===== config.mk =====
export PLATFORM = sky130hd
export DESIGN_NAME = fetch_controller_flat
export DESIGN_NICKNAME = d
export VERILOG_FILES = /design/src/rtl/fetch_controller_pkg.sv /design/src/rtl/fetch_controller_if.sv /design/src/rtl/fetch_controller_pc_register.sv /design/src/rtl/fetch_controller.sv /design/src/flat_wrapper.sv
export SDC_FILE = /design/constraint.sdc
export NUM_CORES = 1
export LEC_CHECK = 0
export CAP_MARGIN = 20
export CORE_MARGIN = 2
export CORE_UTILIZATION = 37
export CTS_CLUSTER_DIAMETER = 80
export DETAILED_ROUTE_END_ITERATION = 12
export GPL_TIMING_DRIVEN = 0
export PLACE_DENSITY = 0.75
export SYNTH_ARGS = -nofsm -noshare
export SYNTH_HDL_FRONTEND = slang
export SYNTH_HIERARCHICAL = 1
export SYNTH_SLANG_ARGS = --single-unit

===== constraint.sdc =====
create_clock -name in_clk -period 1.7 [get_ports in_clk]
set_input_delay 0.255 -clock in_clk [delete_from_list [all_inputs] [get_ports in_clk]]
set_output_delay 0.255 -clock in_clk [all_outputs]
set_load 0.05 [all_outputs]

===== src/rtl/fetch_controller_pkg.sv =====
// Shared widths, opcodes, FSM states and instruction field positions
// for the instruction-fetch sequencer.
package fetch_pkg;

    localparam int ADDR_W  = 8;
    localparam int INSTR_W = 29;
    localparam int OPC_W   = 5;

    localparam logic [OPC_W-1:0] NOP_OPC  = 5'd0;
    localparam logic [OPC_W-1:0] HALT_OPC = 5'b11111;

    localparam int OPC_LSB  = 24;
    localparam int DST_LSB  = 16;
    localparam int SRC1_LSB = 8;
    localparam int SRC2_LSB = 0;

    typedef enum logic [1:0] {
        ST_IDLE,
        ST_RUN,
        ST_HALTED
    } state_e;

    function automatic logic [OPC_W-1:0] get_opc(
        input logic [INSTR_W-1:0] instr
    );
        return instr[OPC_LSB +: OPC_W];
    endfunction

endpackage


===== src/rtl/fetch_controller_if.sv =====
// Fetch-side bundle: control, program-memory port and the
// valid/ready path towards execute.
interface fetch_controller_if;
    import fetch_pkg::*;

    logic               in_start;
    logic [ADDR_W-1:0]  in_start_addr;
    logic [INSTR_W-1:0] in_mem_instr;
    logic               in_ready;
    logic               in_branch_valid;
    logic [ADDR_W-1:0]  in_branch_target;
    logic [ADDR_W-1:0]  out_mem_addr;
    logic [INSTR_W-1:0] out_instr;
    logic               out_valid;
    logic               out_halted;

    modport master (
        input  in_start,
        input  in_start_addr,
        input  in_mem_instr,
        input  in_ready,
        input  in_branch_valid,
        input  in_branch_target,
        output out_mem_addr,
        output out_instr,
        output out_valid,
        output out_halted
    );

    modport slave (
        output in_start,
        output in_start_addr,
        output in_mem_instr,
        output in_ready,
        output in_branch_valid,
        output in_branch_target,
        input  out_mem_addr,
        input  out_instr,
        input  out_valid,
        input  out_halted
    );

endinterface


===== src/rtl/fetch_controller_pc_register.sv =====
// Program counter with load, increment and natural wrap at 2^ADDR_W.
module pc_register
    import fetch_pkg::*;
(
    input  logic              clk,
    input  logic              rst_n,
    input  logic              load,
    input  logic [ADDR_W-1:0] load_addr,
    input  logic              inc,
    output logic [ADDR_W-1:0] pc
);

    logic [ADDR_W-1:0] pc_d;
    logic [ADDR_W-1:0] pc_q;

    always_comb begin
        pc_d = pc_q;
        if (load) begin
            pc_d = load_addr;
        end else if (inc) begin
            pc_d = pc_q + ADDR_W'(1);
        end
    end

    always_ff @(posedge clk or negedge rst_n) begin
        if (!rst_n) begin
            pc_q <= '0;
        end else begin
            pc_q <= pc_d;
        end
    end

    assign pc = pc_q;

endmodule


===== src/rtl/fetch_controller.sv =====
// Instruction-fetch sequencer: owns the PC, registers fetched words
// and offers them to execute; handles start, branch and HALT.
module fetch_controller
    import fetch_pkg::*;
(
    input  logic              in_clk,
    input  logic              in_rst_n,
    fetch_controller_if.master bus
);

    state_e             state_d, state_q;
    logic [INSTR_W-1:0] instr_d, instr_q;
    logic               valid_d, valid_q;
    logic               halted_d, halted_q;

    logic               pc_load;
    logic [ADDR_W-1:0]  pc_load_addr;
    logic               pc_inc;
    logic [ADDR_W-1:0]  pc;
    logic               fire;
    logic               capture;
    logic               is_halt;

    pc_register u_pc (
        .clk       (in_clk),
        .rst_n     (in_rst_n),
        .load      (pc_load),
        .load_addr (pc_load_addr),
        .inc       (pc_inc),
        .pc        (pc)
    );

    assign fire    = valid_q & bus.in_ready & ~bus.in_branch_valid;
    assign capture = ~valid_q | fire;
    assign is_halt = (get_opc(bus.in_mem_instr) == HALT_OPC);

    always_comb begin
        state_d      = state_q;
        instr_d      = instr_q;
        valid_d      = valid_q;
        halted_d     = halted_q;
        pc_load      = 1'b0;
        pc_load_addr = bus.in_start_addr;
        pc_inc       = 1'b0;
        unique case (state_q)
            ST_IDLE: begin
                if (bus.in_start) begin
                    pc_load = 1'b1;
                    valid_d = 1'b0;
                    state_d = ST_RUN;
                end
            end
            ST_RUN: begin
                // Start beats branch; both beat fire and HALT detection.
                if (bus.in_start) begin
                    pc_load = 1'b1;
                    valid_d = 1'b0;
                end else if (bus.in_branch_valid) begin
                    pc_load      = 1'b1;
                    pc_load_addr = bus.in_branch_target;
                    valid_d      = 1'b0;
                end else if (capture) begin
                    if (is_halt) begin
                        valid_d  = 1'b0;
                        halted_d = 1'b1;
                        state_d  = ST_HALTED;
                    end else begin
                        instr_d = bus.in_mem_instr;
                        valid_d = 1'b1;
                        pc_inc  = 1'b1;
                    end
                end
            end
            ST_HALTED: begin
                if (bus.in_start) begin
                    pc_load  = 1'b1;
                    halted_d = 1'b0;
                    state_d  = ST_RUN;
                end
            end
            default: begin
                state_d = ST_IDLE;
            end
        endcase
    end

    always_ff @(posedge in_clk or negedge in_rst_n) begin
        if (!in_rst_n) begin
            state_q  <= ST_IDLE;
            instr_q  <= '0;
            valid_q  <= 1'b0;
            halted_q <= 1'b0;
        end else begin
            state_q  <= state_d;
            instr_q  <= instr_d;
            valid_q  <= valid_d;
            halted_q <= halted_d;
        end
    end

    assign bus.out_mem_addr = pc;
    assign bus.out_instr    = instr_q;
    assign bus.out_valid    = valid_q;
    assign bus.out_halted   = halted_q;

endmodule

===== src/flat_wrapper.sv =====
// flat-port wrapper written by rule: the top's interface ports become plain ports
module fetch_controller_flat import fetch_pkg::*;
  (in_clk, in_rst_n, bus_in_start, bus_in_start_addr, bus_in_mem_instr, bus_in_ready, bus_in_branch_valid, bus_in_branch_target, bus_out_mem_addr, bus_out_instr, bus_out_valid, bus_out_halted);
  fetch_controller_if bus_i ();
  input  logic in_clk;
  input  logic in_rst_n;
  input wire logic [$bits(bus_i.in_start)-1:0] bus_in_start;
  input wire logic [$bits(bus_i.in_start_addr)-1:0] bus_in_start_addr;
  input wire logic [$bits(bus_i.in_mem_instr)-1:0] bus_in_mem_instr;
  input wire logic [$bits(bus_i.in_ready)-1:0] bus_in_ready;
  input wire logic [$bits(bus_i.in_branch_valid)-1:0] bus_in_branch_valid;
  input wire logic [$bits(bus_i.in_branch_target)-1:0] bus_in_branch_target;
  output wire logic [$bits(bus_i.out_mem_addr)-1:0] bus_out_mem_addr;
  output wire logic [$bits(bus_i.out_instr)-1:0] bus_out_instr;
  output wire logic [$bits(bus_i.out_valid)-1:0] bus_out_valid;
  output wire logic [$bits(bus_i.out_halted)-1:0] bus_out_halted;
  assign bus_i.in_start = bus_in_start;
  assign bus_i.in_start_addr = bus_in_start_addr;
  assign bus_i.in_mem_instr = bus_in_mem_instr;
  assign bus_i.in_ready = bus_in_ready;
  assign bus_i.in_branch_valid = bus_in_branch_valid;
  assign bus_i.in_branch_target = bus_in_branch_target;
  assign bus_out_mem_addr = bus_i.out_mem_addr;
  assign bus_out_instr = bus_i.out_instr;
  assign bus_out_valid = bus_i.out_valid;
  assign bus_out_halted = bus_i.out_halted;
  fetch_controller u_core (.in_clk(in_clk), .in_rst_n(in_rst_n), .bus(bus_i));
endmodule

==> results.ini, run 1 <==
[synth]
yosysSeqAreaShare = 0.519
synth_cell_types = 29
ys.flop_type = dfrtp_1
yosys_warnings = 6
synth_edf_count = 0
syn_inst = 146
async_flop_share = 1.00
synth_fp_nets = 197
synth_seq_cells = 41
synth_area_per_cell_sq_um = 13.5
synth_area_sq_um = 1980

[global_route]
grt-ovfl-total = 0
busiest_layer = met2
track_usage = 0.157
antenna_found_initial = 0
grt_max_degree = 29
grt_util_met3 = 0.0424
grt_pass1_wl_um = 7380
grtUsageMet1 = 0.220
grt_pass1_vias = 1482
grt_use_met2 = 0.244

[finish]
fin_nets = 300
layoutNonFillerInstCount = 320
antennaDiodeCount = 0
final_layout_size_suffix_gt1_frac = 0.300
final-seq-area_sq_um = 1030
syn_to_final_growth_pct = 59.7
multiInputGateArea_sq_um = 922
postLayoutCellArea_sq_um = 3160
fillers = 448

[critical_path]
path_cells = nor3_4, nand3_2, buf_8, inv_8, buf_6, nand3_2, or4_1, nand3_1
path_common_cell = nand3_2
crit_start = u_core/state_q[1]
cp.arrival_ns = 1.91
critPathKind = reg -> reg
critical-path-top-delay-family = simple AND/OR/NAND/NOR gates
required_ns = 1.93
slowest_stage = dfrtp_2
r2r_slack_ns = 0.02
reg2regPathDepth = 8
worst_setup_path_end_kind = register
regToRegStartpoint = u_core/state_q[1]
crit_fanout = 6
r2r_end = u_core/u_pc/pc[6]
cp-start-kind = register
path_buf_inv = 3
slowest_delay_ns = 0.46

[floorplanning]
initial_core_util = 0.385
die_y_um = 77.1
core_area_sq_um = 5140
io_pins = 89
num_rows = 26
die_area_sq_um = 5950
die_w_um = 77.1

[cts]
cts_tree = done
cts_buffers = 5
clk_path_buf_depth = 2
cts-root-buf = clkbuf_8
path_clk_slew_ns = 0.08
clk_latency_ns = 0.29
cts_sinks = 41
htree_num_levels = 2

[hold_path]
min-delay-path-class = in -> async

[timing]
tightest_slew_ns = 0.522
max-slew-margin-rel = 0.653
finalCritPeriodShare = 0.987
rsz0062_at_grt = yes
setup_violations = 0
hold_violations = 0
period_needed_ns = 1.68
fin_skew_ns = 0.00883
max_freq_mhz = 596
slew_violations = 0

[drt]
routed_wl_um = 4410
drt_iter0_markers = 54
drt-wirelength-per-cell_um = 13.8
ant_nets = 0
drt-pass1-iter-count = 4
route.detailed.drc = 0
via_per_inst = 4.72
vias = 1511

[placed_design]
dp.cells = 305
port_buffers = 88
placed_cell_area_sq_um = 2970
dp_hpwl_um = 3230
gp_congestion = 0.699

[pwr]
powerDensity_nw_per_um2 = 1100
leakage_nw = 1.50
vdd_ir_drop_max_v = 0.000443

[run]
max_cap_violations = 0

[run_status]
status = finished, final reports clean

-- state kept, by name (all words and copies together) (netlist names) --
| signal | cells |
|---|---|
| u_core/bus.out_instr | 29 |
| u_core/u_pc/pc | 8 |
| u_core/state_q | 2 |
| u_core/bus.out_halted | 1 |
| u_core/bus.out_valid | 1 |
-- cell usage after synthesis (all sizes together), types with 2 or more instances --
library cell,n,area [sq um]
dfrtp,41,1030
mux2,37,522
o21ai,12,60.1
nand2,11,41.3
nand3,7,45.0
a21oi,5,25.0
buf,5,46.3
inv,5,18.8
nand4,3,33.8
nor2b,3,18.8
or4,3,22.5
xor2,3,26.3
clkbuf,2,7.51
-- cells in the final DEF (no fill, tap or decap), types with 2 or more instances in the layout --
master and instances:
o21ai_0 7, nor2b_1 3, dfrtp_1 39, mux2_2 6, buf_4 7, inv_1 3, nand3_1 3, o21ai_1 5
nand4_1 2, or4_1 2, xor2_1 3, buf_6 3, dfrtp_2 2, nand3_2 4, mux2_4 31, clkbuf_8 6
clkdlybuf4s50_1 47, dlygate4sd2_1 38, a21oi_1 4, nand2_1 11, dlymetal6s2s_1 2, clkbuf_2 2
-- final cells by class --
type                    instances  share of cell area
multi-input cells              93               0.292
repair buffers                 98               0.293
well taps                      70              0.0277
plain buffers                   5              0.0150
clock inverters                 2              0.0119
inverters                       5             0.00832
flip-flops and latches         41               0.326
clock buffers                   6              0.0261
-- worst max-delay path by stage --
stage	endpoint	slack [ns]	depth (start not counted)
2_1_floorplan	u_core/u_pc/pc[7]	-0.16	8
3_3_place_gp	u_core/bus.out_valid	-0.91	1
3_5_place_dp	u_core/u_pc/pc[7]	-0.59	9
4_1_cts	u_core/u_pc/pc[5]	-0.05	7
5_1_grt	u_core/u_pc/pc[7]	-0.1	7
6_report	u_core/u_pc/pc[6]	0.02	8
-- worst register-to-register path, cell delays in order (launching register included) --
cell	delay [ns]
dfrtp_2	0.46
nor3_4	0.22
nand3_2	0.11
buf_8	0.15
inv_8	0.05
buf_6	0.08
nand3_2	0.06
or4_1	0.40
nand3_1	0.08
-- through the flow --
stage	hold WS [ns]	utilization	setup slack, ns	setup TNS (ns)	power, mW
2_1_floorplan	-0.0406	-	-0.164	-0.417	2.22
3_3_place_gp	0.487	0.575	-0.907	-38.27	2.76
3_5_place_dp	0.184	0.578	-0.592	-7.49	2.78
4_1_cts	0.372	0.608	-0.0528	-0.0528	3.50
5_1_grt	0.411	0.615	-0.0956	-0.276	3.63
6_report	0.391	0.615	0.0227	0	3.47
-- report_power, final --
part / leakage, nW / internal [mW] / switching, mW
combinational: 0.955 / 0.545 / 0.857
sequential: 0.483 / 1.15 / 0.108
clock: 0.0574 / 0.477 / 0.338
total: 1.50 / 2.17 / 1.30
-- cell families after synthesis --
| kind of cell | count (synthesis) | share of synthesized area |
|---|---|---|
| xor+xnor | 4 | 0.0177 |
| flops | 41 | 0.519 |
| mux | 38 | 0.269 |
| simple gates | 31 | 0.0999 |
| buf+inv | 12 | 0.0367 |
| fa+ha+maj | 1 | 0.00632 |
| compound gates | 19 | 0.0519 |
-- routing by layer --
metal  up-vias  part of all wire
met3         4             0.049
li1        727                 -
met5         -                 0
met1       728              0.45
met2        52              0.49
met4         0            0.0059
-- what timing repair did --
action                                 CTS  global route
setup buffers                            8             0
pin swaps                                5             4
setup endpoints to repair               45            11
resized for setup                       46            16
endpoints found under the hold margin   13             0
hold buffers                             1             0
Note: power is estimated with default switching activity, not from simulation.
==> run 2: changes to the inputs <==
--- a/config.mk
+++ b/config.mk
@@ -11,6 +11,7 @@
 export CTS_CLUSTER_DIAMETER = 80
 export DETAILED_ROUTE_END_ITERATION = 12
 export GPL_TIMING_DRIVEN = 0
+export MAX_ROUTING_LAYER = met4
 export PLACE_DENSITY = 0.75
 export SYNTH_ARGS = -nofsm -noshare
 export SYNTH_HDL_FRONTEND = slang
==> results.ini, run 2 (same netlist as run 1, synthesis figures left out) <==
[pwr]
vdd_ir_drop_max_v = 0.000444
switchingPower_mw = 1.31
powerDensity_nw_per_um2 = 1100
power_frac_seq = 0.361
combPwrFrac = 0.404
clkPwrFrac = 0.235
p_int_mw = 2.17
leakage_nw = 1.50
p_sw_frac = 0.376

[critical_path]
worst_setup_path_end_kind = register
critPathKind = reg -> reg
slowest_delay_ns = 0.46
path_common_cell = nand3_2
cp.arrival_ns = 1.91
slowest_stage = dfrtp_2
crit_fanout = 6
cp-start-kind = register
required_ns = 1.93
reg2regPathDepth = 8
path_cells = nor3_4, nand3_2, buf_8, inv_8, buf_6, nand3_2, or4_1, nand3_1

[global_route]
grt_pass1_wl_um = 7360
antenna_found_initial = 0
grt_max_degree = 29
track_usage = 0.161
grt_pass1_vias = 1484
grt-ovfl-total = 0

[placed_design]
dp_hpwl_um = 3230
gp_congestion = 0.706
dp.cells = 305
port_buffers = 88

[drt]
drt-wirelength-per-cell_um = 13.8
route.detailed.drc = 0
ant_nets = 0
routed_wl_um = 4410
via_per_inst = 4.75
drt_iter0_markers = 55
drt-pass1-iter-count = 4
vias = 1519

[timing]
finalCritPeriodShare = 0.988
slew_violations = 0
setup_violations = 0
period_needed_ns = 1.68
hold_violations = 0
rsz0062_at_grt = yes
max-slew-margin-rel = 0.653
max_freq_mhz = 596
tightest_slew_ns = 0.522
fin_skew_ns = 0.00963

[finish]
layoutNonFillerInstCount = 320
layout_common_cells = clkdlybuf4s50_1 (47), dfrtp_1 (39), dlygate4sd2_1 (38)
final_layout_size_suffix_gt1_frac = 0.300
largest_register_ffs = 29
fin_util = 0.615
fin_nets = 300
final_common_cell = clkdlybuf4s50_1
fillers = 448
antennaDiodeCount = 0
syn_to_final_growth_pct = 59.7

[floorplanning]
die_y_um = 77.1
core_area_sq_um = 5140
die_w_um = 77.1
io_pins = 89
num_rows = 26
die_area_sq_um = 5950
initial_core_util = 0.385

[run_status]
status = finished, final reports clean

[cts]
cts_sinks = 41
htree_num_levels = 2
cts-root-buf = clkbuf_8
path_clk_slew_ns = 0.08
cts_tree = done
cts_buffers = 5
clk_path_buf_depth = 2
clk_latency_ns = 0.29

[run]
max_cap_violations = 0

[hold_path]
min-delay-path-class = in -> async

==> run 2: cell counts in the layout (fill, tap and decap cells not counted) <==
No cell type changed its count.
==> run 2: what timing repair did <==
item / in CTS / in global routing
gates cloned: 0 / 0
buffers inserted: 8 / 0
setup endpoints to repair: 45 / 11
pin swaps: 5 / 4
resized for setup: 46 / 16
hold endpoints to repair: 13 / 0
hold buffers: 1 / 0
==> run 2: power groups by stage <==
stage	sequential [mW]	combinational [mW]	clock, mW
global route	1.28	1.47	0.881
global placement	1.27	1.48	0
detailed placement	1.28	1.50	0
CTS	1.26	1.41	0.838
finish	1.25	1.40	0.818
floorplan	1.88	0.342	0
==> run 2: stage by stage <==
step	hold WS, ns	total power [mW]	setup TNS, ns	setup WS (ns)	instance area (sq um)
floorplan	-0.0406	2.22	-0.417	-0.164	1990
global placement	0.487	2.76	-38.27	-0.907	2960
detailed placement	0.184	2.78	-7.49	-0.592	2970
CTS	0.372	3.50	-0.0528	-0.0528	3120
global route	0.409	3.63	-0.277	-0.0958	3160
finish	0.387	3.47	0	0.0208	3160
==> run 2: worst max-delay path: cells and delay by family (launching register included) <==
| family | cells | cell delay [ns] |
|---|---|---|
| buffers and inverters | 3 | 0.28 |
| flip-flops | 1 | 0.46 |
| AND/OR/NAND/NOR | 5 | 0.87 |
==> run 2: layout make-up <==
type	count	area, sq um	area share
plain buffers	5	47.5	0.0150
clock inverters	2	37.5	0.0119
well taps	70	87.6	0.0277
clock buffers	6	82.6	0.0261
multi-input cells	93	922	0.292
flip-flops and latches	41	1030	0.326
repair buffers	98	927	0.293
inverters	5	26.3	0.00832
==> run 2: path summary, 6_finish.rpt <==
| kind | from | end | slack [ns] |
|---|---|---|---|
| setup / recovery | u_core/state_q[1] | u_core/u_pc/pc[6] | 0.02 |
| hold / removal | in_rst_n | u_core/bus.out_instr[2] | 0.39 |
| setup reg to reg | u_core/state_q[1] | u_core/u_pc/pc[6] | 0.02 |
| hold reg to reg | u_core/bus.out_instr[23] | u_core/bus.out_instr[23] | 0.50 |
| max in group asynchronous | in_rst_n | u_core/bus.out_valid | 0.83 |
| min in group in_clk | bus_in_start | u_core/state_q[1] | 0.41 |
==> run 2: layer usage <==
| metal | global-route usage | part of all wire |
|---|---|---|
| met1 | 0.219 | 0.45 |
| met2 | 0.244 | 0.50 |
| met3 | 0.0424 | 0.048 |
| met4 | 0.0321 | 0.0059 |
| met5 | - | 0 |
